File: config.mk
export PLATFORM = sky130hd
export DESIGN_NAME = uart_pad_hub
export DESIGN_NICKNAME = d
export VERILOG_FILES = /design/src/rtl/game_pkg.sv /design/src/rtl/uart_rx_ch.sv /design/src/rtl/uart_pad_hub.sv
export SDC_FILE = /design/constraint.sdc
export NUM_CORES = 1
export LEC_CHECK = 0
export CAP_MARGIN = 25
export CORE_UTILIZATION = 51
export CTS_BUF_LIST = sky130_fd_sc_hd__clkbuf_4
export DETAILED_ROUTE_END_ITERATION = 16
export PLACE_DENSITY = 0.72
export SLEW_MARGIN = 10
export SYNTH_ARGS = -nofsm -noshare
export SYNTH_HDL_FRONTEND = slang
export SYNTH_SLANG_ARGS = --single-unit
File: constraint.sdc
create_clock -name i_clk -period 1.75 [get_ports i_clk]
set_input_delay 0.35 -clock i_clk [delete_from_list [all_inputs] [get_ports i_clk]]
set_output_delay 0.35 -clock i_clk [all_outputs]
set_load 0.05 [all_outputs]
File: src/rtl/game_pkg.sv
// Shared pad types: button word layout, illegal-byte mask and receiver states.
// Pure declarations; no logic, no latency, no flow control.
package game_pkg;

  typedef logic [6:0] btn_t;

  localparam int BTN_RIGHT  = 0;
  localparam int BTN_LEFT   = 1;
  localparam int BTN_JUMP   = 2;
  localparam int BTN_SQUAT  = 3;
  localparam int BTN_ATTACK = 4;
  localparam int BTN_DEFEND = 5;
  localparam int BTN_SELECT = 6;

  parameter logic [7:0] PAD_ILLEGAL_MASK = 8'h80;

  typedef enum logic [2:0] {
    RX_IDLE,
    RX_START,
    RX_DATA,
    RX_STOP,
    RX_BREAK
  } rx_state_t;

  function automatic logic pad_illegal(input logic [7:0] b);
    return |(b & PAD_ILLEGAL_MASK);
  endfunction

endpackage

File: src/rtl/uart_rx_ch.sv
// One 8N1 pad channel: synchronizer, receiver FSM, byte decode and button hold timer.
// valid/err/btn update one cycle after the stop sample; no backpressure, bytes are never stalled.
module uart_rx_ch
  import game_pkg::*;
#(
  parameter int CLKS_PER_BIT = 28,
  parameter int HOLD_CYCLES  = 32256
) (
  input  logic i_clk,
  input  logic i_rst_n,
  input  logic rx,
  output btn_t btn,
  output logic valid,
  output logic err,
  output logic sel_hit
);

  localparam int BAUD_W = $clog2(CLKS_PER_BIT);
  localparam int HOLD_W = (HOLD_CYCLES > 1) ? $clog2(HOLD_CYCLES) : 1;
  localparam logic [BAUD_W-1:0] HALF_LAST = BAUD_W'(CLKS_PER_BIT / 2 - 1);
  localparam logic [BAUD_W-1:0] BIT_LAST  = BAUD_W'(CLKS_PER_BIT - 1);
  localparam logic [HOLD_W-1:0] HOLD_LOAD = HOLD_W'(HOLD_CYCLES - 1);

  logic [1:0]        sync;
  logic              rx_s;
  rx_state_t         state;
  logic [BAUD_W-1:0] baud_cnt;
  logic [2:0]        bit_cnt;
  logic [7:0]        shreg;
  logic [HOLD_W-1:0] hold_cnt;
  logic              stop_hit;
  logic              byte_ok;
  logic              byte_bad;

  assign rx_s = sync[1];

  always_ff @(posedge i_clk or negedge i_rst_n) begin
    if (!i_rst_n) sync <= 2'b11;
    else          sync <= {sync[0], rx};
  end

  // Decode happens on the stop-sample cycle; sel_hit is therefore one cycle ahead
  // of valid so the top can register o_start into the same cycle as valid.
  always_comb begin
    stop_hit = (state == RX_STOP) && (baud_cnt == BIT_LAST);
    byte_ok  = stop_hit && rx_s && !pad_illegal(shreg);
    byte_bad = stop_hit && (!rx_s || pad_illegal(shreg));
    sel_hit  = byte_ok && shreg[BTN_SELECT];
  end

  always_ff @(posedge i_clk or negedge i_rst_n) begin
    if (!i_rst_n) begin
      state    <= RX_IDLE;
      baud_cnt <= '0;
      bit_cnt  <= '0;
      shreg    <= '0;
    end else begin
      case (state)
        RX_IDLE: begin
          if (!rx_s) begin
            state    <= RX_START;
            baud_cnt <= '0;
            bit_cnt  <= '0;
          end
        end
        RX_START: begin
          if (baud_cnt == HALF_LAST) begin
            baud_cnt <= '0;
            state    <= rx_s ? RX_IDLE : RX_DATA;
          end else begin
            baud_cnt <= baud_cnt + 1'b1;
          end
        end
        RX_DATA: begin
          if (baud_cnt == BIT_LAST) begin
            baud_cnt <= '0;
            shreg    <= {rx_s, shreg[7:1]};
            if (bit_cnt == 3'd7) state <= RX_STOP;
            else                 bit_cnt <= bit_cnt + 3'd1;
          end else begin
            baud_cnt <= baud_cnt + 1'b1;
          end
        end
        RX_STOP: begin
          if (baud_cnt == BIT_LAST) begin
            baud_cnt <= '0;
            state    <= rx_s ? RX_IDLE : RX_BREAK;
          end else begin
            baud_cnt <= baud_cnt + 1'b1;
          end
        end
        RX_BREAK: begin
          if (rx_s) state <= RX_IDLE;
        end
        default: state <= RX_IDLE;
      endcase
    end
  end

  // A byte landing on the expiry cycle wins over the clear.
  always_ff @(posedge i_clk or negedge i_rst_n) begin
    if (!i_rst_n) begin
      valid    <= 1'b0;
      err      <= 1'b0;
      btn      <= '0;
      hold_cnt <= '0;
    end else begin
      valid <= byte_ok;
      err   <= byte_bad;
      if (byte_ok) begin
        btn      <= shreg[6:0];
        hold_cnt <= HOLD_LOAD;
      end else begin
        if (hold_cnt != '0) hold_cnt <= hold_cnt - 1'b1;
        if (hold_cnt == '0 || hold_cnt == HOLD_W'(1)) btn <= '0;
      end
    end
  end

endmodule

File: src/rtl/uart_pad_hub.sv
// Multi-channel pad receiver hub: NUM_CH uart_rx_ch lanes plus arm flag and start priority encoder.
// o_start is registered in the same cycle as the winning o_valid; no backpressure.
module uart_pad_hub
  import game_pkg::*;
#(
  parameter int NUM_CH       = 2,
  parameter int CLKS_PER_BIT = 28,
  parameter int HOLD_CYCLES  = 32256,
  localparam int CH_W        = (NUM_CH > 1) ? $clog2(NUM_CH) : 1
) (
  input  logic                  i_clk,
  input  logic                  i_rst_n,
  input  logic [NUM_CH-1:0]     i_rx,
  input  logic                  i_arm,
  output logic [NUM_CH*7-1:0]   o_btn,
  output logic [NUM_CH-1:0]     o_valid,
  output logic [NUM_CH-1:0]     o_err,
  output logic                  o_start,
  output logic [CH_W-1:0]       o_start_ch
);

  logic [NUM_CH-1:0] sel_hit;
  logic [CH_W-1:0]   first_ch;
  logic              armed;

  for (genvar g = 0; g < NUM_CH; g++) begin : g_ch
    uart_rx_ch #(
      .CLKS_PER_BIT(CLKS_PER_BIT),
      .HOLD_CYCLES (HOLD_CYCLES)
    ) u_ch (
      .i_clk  (i_clk),
      .i_rst_n(i_rst_n),
      .rx     (i_rx[g]),
      .btn    (o_btn[7*g +: 7]),
      .valid  (o_valid[g]),
      .err    (o_err[g]),
      .sel_hit(sel_hit[g])
    );
  end

  // Lowest channel index wins when several select in the same cycle.
  always_comb begin
    first_ch = '0;
    for (int c = NUM_CH - 1; c >= 0; c--) begin
      if (sel_hit[c]) first_ch = CH_W'(c);
    end
  end

  always_ff @(posedge i_clk or negedge i_rst_n) begin
    if (!i_rst_n) begin
      armed      <= 1'b0;
      o_start    <= 1'b0;
      o_start_ch <= '0;
    end else begin
      o_start <= armed && (|sel_hit);
      if (armed && (|sel_hit)) o_start_ch <= first_ch;
      if (i_arm)         armed <= 1'b1;
      else if (|sel_hit) armed <= 1'b0;
    end
  end

endmodule
== Word level (Yosys, flattened, before mapping) ==
Cells that the tools add are included.
W data, S select, Z words.
Cells by class
  $add $sub $neg: 6
  equality and inequality tests: 30
  multiplexer cells: 46
  reductions and logical operators: 45
Operators by type and width (number)
  $mux W15: 4
  $mux W3: 20
  $eq A15 B1 Y1 const B: 2
  $logic_not A15 Y1: 2
  $mux W5: 6
  $pmux W3 S5: 2
  $pmux W5 S3: 2
  $reduce_bool A15 Y1: 2
  $sub A15 B1 Y15 const B: 2
  $mux W7: 4
  $ne A2 B1 Y1 const B: 8
  $reduce_bool A2 Y1: 7
  $eq A3 B2 Y1 const B: 4
  $eq A3 B3 Y1 const B: 4
  $ne A2 B2 Y1 const B: 6
  $pmux W3 S2: 2
  $reduce_and A6 Y1: 2
  $logic_and A1 B1 Y1: 11
  $add A5 B1 Y5 const B: 2
  $eq A5 B4 Y1 const B: 2
  $eq A5 B5 Y1 const B: 2
  $reduce_and A2 Y1: 4
  $reduce_and A4 Y1: 2
  $add A3 B1 Y3 const B: 2
  8 further kinds: 23
Storage, ports and cells
  register bits: 93
  output and inout bits: 20
  word-level logic and storage cells: 148

== Logic depth before layout (Yosys ltp) ==
  depth in word-level cells: 8
  gate-level depth with buffers: 7
  gate-level depth less buffers: 6

== Cells and area by module ==
Synthesis repeated with hierarchy kept, for this count alone.
Second synthesis, totals
  cell total of the unflattened synthesis: 394
  area total of the unflattened synthesis: 4484.3 µm²
By module, submodules not included
  uart_rx_ch: times used 2, cells each 193, area each 2190.9 µm², seq. area each 1128.6 µm²
  uart_pad_hub: times used 1, cells each 8, area each 102.6 µm², seq. area each 75.1 µm²

== Worst setup path after synthesis ==
OpenSTA, ideal clock, no wires.
  kind: reg2reg
  from: register g_ch[1].u_ch.hold_cnt[0]
  to: register g_ch[1].u_ch.hold_cnt[13]
  library setup time: 0.132 ns
  data arrival time: 1.747 ns
  setup slack: -0.128 ns
  cell stages (with the launch flop): 7
  buffers on the path: 0
  period minus slack after synthesis: 1.878 ns
  cell sequence: dfrtp_1 -> inv_1 -> ha_1 -> or3b_2 -> nor3_4 -> nor3_1 -> or3b_1
On the way
  cells in the longest elaborated chain, start to end: 3
  elaborated cells on any way between the ends: 5
  classes of those cells: add/sub: 1; mux: 2; reduce/logical: 2
RTL lines
  start: declaration: RTL line uart_rx_ch.sv:30  | logic [HOLD_W-1:0] hold_cnt;
  start signal: assignment: RTL line uart_rx_ch.sv:114  | if (hold_cnt != '0) hold_cnt <= hold_cnt - 1'b1;
  $sub A15 B1 Y15: RTL line uart_rx_ch.sv:114
  $mux W15: RTL line uart_rx_ch.sv:114
  $mux W15: RTL line uart_rx_ch.sv:110  | if (byte_ok) begin
Parallel ways exist; a longest one is shown, timed or not. The select of a mux whose other input is x is not followed.
A chain may end at the register's enable or synchronous reset.

== Worst setup path after layout ==
  from: register g_ch[1].u_ch.hold_cnt[11]
  to: register g_ch[1].u_ch.hold_cnt[13]
Same word-level chain as after synthesis.

==> impl_metrics.ini <==
[run_status]
status = finished with violations
violations = setup timing

[clock_tree]
cts_max_level = 3
clockRootBuffer = clkbuf_4
worstSkewPairLatency_ns = 0.44
path_clk_slew_ns = 0.14
clk_path_buf_depth = 2
numCtsBuffers = 9
cts_tree = done
cts.sinks = 93

[worst_hold_path]
min_path_cells = 1
min_to = g_ch[1].u_ch.sync[0]
hp-class = in2reg
hp-start = i_rx[1]

[synth]
synth_seq_cells = 93
synth_area_leaders = dfrtp_1 (50%), mux2_2 (4.6%), ha_1 (3.4%), a22o_1 (3.2%), nand2_1 (2.9%)
yosysUniqueCellTypes = 62
synth_area_per_cell_um2 = 10.8
yosysSeqAreaShare_pct = 52.7
yosys.area.top_type = dfrtp_1
synth_common_cells = dfrtp_1 (89), nand2_1 (34), o21ai_0 (24), nor2_1 (23), nand3_1 (19)
synth_edf_count = 0
synth_warnings = 0
synth.top_cell.area_share_pct = 50.4
netlist_instances = 409
synth_area_um2 = 4420
ys.flop_type = dfrtp_1
async_flop_share_pct = 100
synth.most_common_cell = dfrtp_1
synth_nets = 426

[power]
swShare_pct = 37.2
p_int_uw = 4220
ir_worst_vdd_mv = 0.598
combPwrFrac_pct = 38.8
clkPwrFrac_pct = 15.0
p_sw_uw = 2490
power_frac_seq_pct = 46.2
power.leakage_uw = 0.00259
p_per_area_nw_per_um2 = 1230

[worst_setup_path]
cp_cell_sequence = or4_4 > nor3_4 > nor3_1 > or3b_1
timing.rr.start = g_ch[1].u_ch.hold_cnt[11]
worst-endpoint-required_ns = 2.08
criticalPathCategory = reg2reg
crit_path_end_kind = flop
path_delay_family = simple AND/OR/NAND/NOR gates
reg2reg_to = g_ch[1].u_ch.hold_cnt[13]
critPathArrivalTime_ns = 2.10
r2r_cells = 4
critical_path.slowest_cell = or4_4
crit_buf_inv = 0
critPathMaxStageDelay_ns = 0.57
path_max_fanout = 5
reg2reg_slack_ns = -0.01
cp-start-kind = flop

[floorplan]
die_area_um2 = 9050
coreArea_um2 = 8300
die_y_um = 95.1
initial_core_util_pct = 53.3
ios = 25
die_w_um = 95.1
floorplan.rows = 33

[placement]
pre_cts_slack_ns = -0.0467
dp_hpwl_um = 6240
io_buffers = 24
gp_congestion = 0.837
place_area_um2 = 5090

[sta]
tightestPinTransition_ns = 0.545
fmax_mhz = 567
final.setup.worst_slack_ns = -0.0143
final.setup_skew_ns = 0.00950
relSlewSlack_pct = 63.3
drv_slew = 0
hold_violations = 0
finalCritPeriodShare_pct = 101
setup_violations = 3
period_minus_slack_ns = 1.76
whs_ns = 0.300
rsz0062_at_grt = true

[global_route]
antenna_found_initial = 0
grt_pass1_wl_um = 14900
grt_max_degree = 30
grt-ovfl-total = 0
grt_pass1_vias = 3204
grt_use_total_pct = 21.4

[detailed_routing]
num_vias = 3414
post_drt_wl_per_cell_um = 15.2
drt_first_pass_iters = 4
vias_per_cell = 5.71
ant_nets = 0
drc = 0
drt-initial-drc-count = 117
wl_um = 9070

[run]
maxCapViolCount = 0

[finish]
n_antenna_cell = 0
layout-drive-gt1-share_pct = 33.3
fillerInstances = 618
nets = 507
synthToLayoutAreaGrowth_pct = 23.7
final_area_um2 = 5470
[power groups by stage]
stage | combinational (µW) | clock [µW] | sequential, µW
CTS | 2300 | 1030 | 3050
global route | 2930 | 1110 | 3160
floorplan | 1330 | 0 | 3050
detailed placement | 2270 | 0 | 3080
global placement | 2200 | 0 | 3040
finish | 2600 | 1010 | 3100
[final cells by class]
type	instances	area [µm²]	share of cell area, %
tap	105	131	2.40
sequential	93	2330	42.7
inverter	15	56.3	1.03
clock inverter	2	12.5	0.229
multi-input combinational	287	2160	39.5
timing repair buffer	84	684	12.5
clock buffer	12	90.1	1.65
[worst max-delay path by stage]
stage	to	depth (start not counted)	slack (ns)	from
after floorplan	g_ch[1].u_ch.hold_cnt[13]	6	-0.05	g_ch[1].u_ch.hold_cnt[0]
after global placement	g_ch[1].u_ch.hold_cnt[13]	6	0.009	g_ch[1].u_ch.hold_cnt[1]
after detailed placement	g_ch[1].u_ch.hold_cnt[13]	6	-0.05	g_ch[1].u_ch.hold_cnt[1]
after CTS	g_ch[1].u_ch.hold_cnt[13]	4	-0.03	g_ch[1].u_ch.hold_cnt[11]
after global routing	g_ch[1].u_ch.hold_cnt[13]	4	-0.07	g_ch[1].u_ch.hold_cnt[11]
final	g_ch[1].u_ch.hold_cnt[13]	4	-0.01	g_ch[1].u_ch.hold_cnt[11]
[metrics by stage]
stage,utilization [%],TNS (ns),std cells,total power (µW)
6_report,65.9,-0.0254,598,6710
5_1_grt,65.9,-0.313,598,7200
4_1_cts,63.1,-0.0257,591,6380
3_5_place_dp,61.3,-0.147,575,5340
3_3_place_gp,61.3,0,575,5250
2_1_floorplan,-,-0.0513,409,4380
[cell families (layout without fill, tap and decap cells)]
logic type,Yosys count,count (layout),synth area share [%]
flip-flops,93,93,52.7
AND/OR/NAND/NOR,153,153,19.8
AO/OA/AOI/OAI,95,95,14.7
adder cells (fa/ha/maj),12,12,3.40
XOR/XNOR,5,5,0.991
multiplexers,22,22,5.49
buffers and inverters,29,113,2.91
[worst reg2reg max path: stages (launching register included)]
cell and delay, ns:
dfrtp_2 0.46, or4_4 0.57, nor3_4 0.23, nor3_1 0.06
or3b_1 0.35
[state kept, by name (all words and copies together), names as in the netlist]
register / count
g_ch.u_ch.state: 6
g_ch.u_ch.err: 2
o_start: 1
armed: 1
o_start_ch: 1
g_ch.u_ch.hold_cnt: 30
g_ch.u_ch.bit_cnt: 6
g_ch.u_ch.valid: 2
g_ch.u_ch.sync: 4
g_ch.u_ch.baud_cnt: 10
g_ch.u_ch.btn: 14
g_ch.u_ch.shreg: 16
[placed cells by master, fill, tap and decap left out, types with 4 or more instances in the layout]
cell       n
o31ai_1    6
a21o_1     5
buf_6      5
dfstp_2    4
nand2_1   33
nand3_1   17
nor2b_1    4
dfrtp_1   87
o21ai_0   23
nor3_1    12
a22o_1    16
or3_1      4
or4_1      6
inv_2      4
ha_1       9
buf_4     73
nor2_1    20
inv_1     11
clkbuf_4  12
a21oi_1   11
nand4b_1   4
nand4_1    7
mux2i_1    4
mux2_2    18
nor4_4     4
[layer usage]
metal / share of wire, % / vias up / GRT usage, %
met5: 0 / - / 0
met1: 47 / 1683 / 28.4
met2: 49 / 46 / 34.5
met4: 1.7 / 0 / 8.33
li1: - / 1673 / -
met3: 2.5 / 12 / 4.31
[repair_timing]
item / in CTS / in global routing
hold buffers: 1 / 0
gates resized for setup: 5 / 41
setup buffers: 1 / 7
hold endpoints to repair: 22 / 0
pin swaps: 2 / 9
endpoints found under the setup margin: 24 / 54
Note: power is estimated with default switching activity, not from simulation.
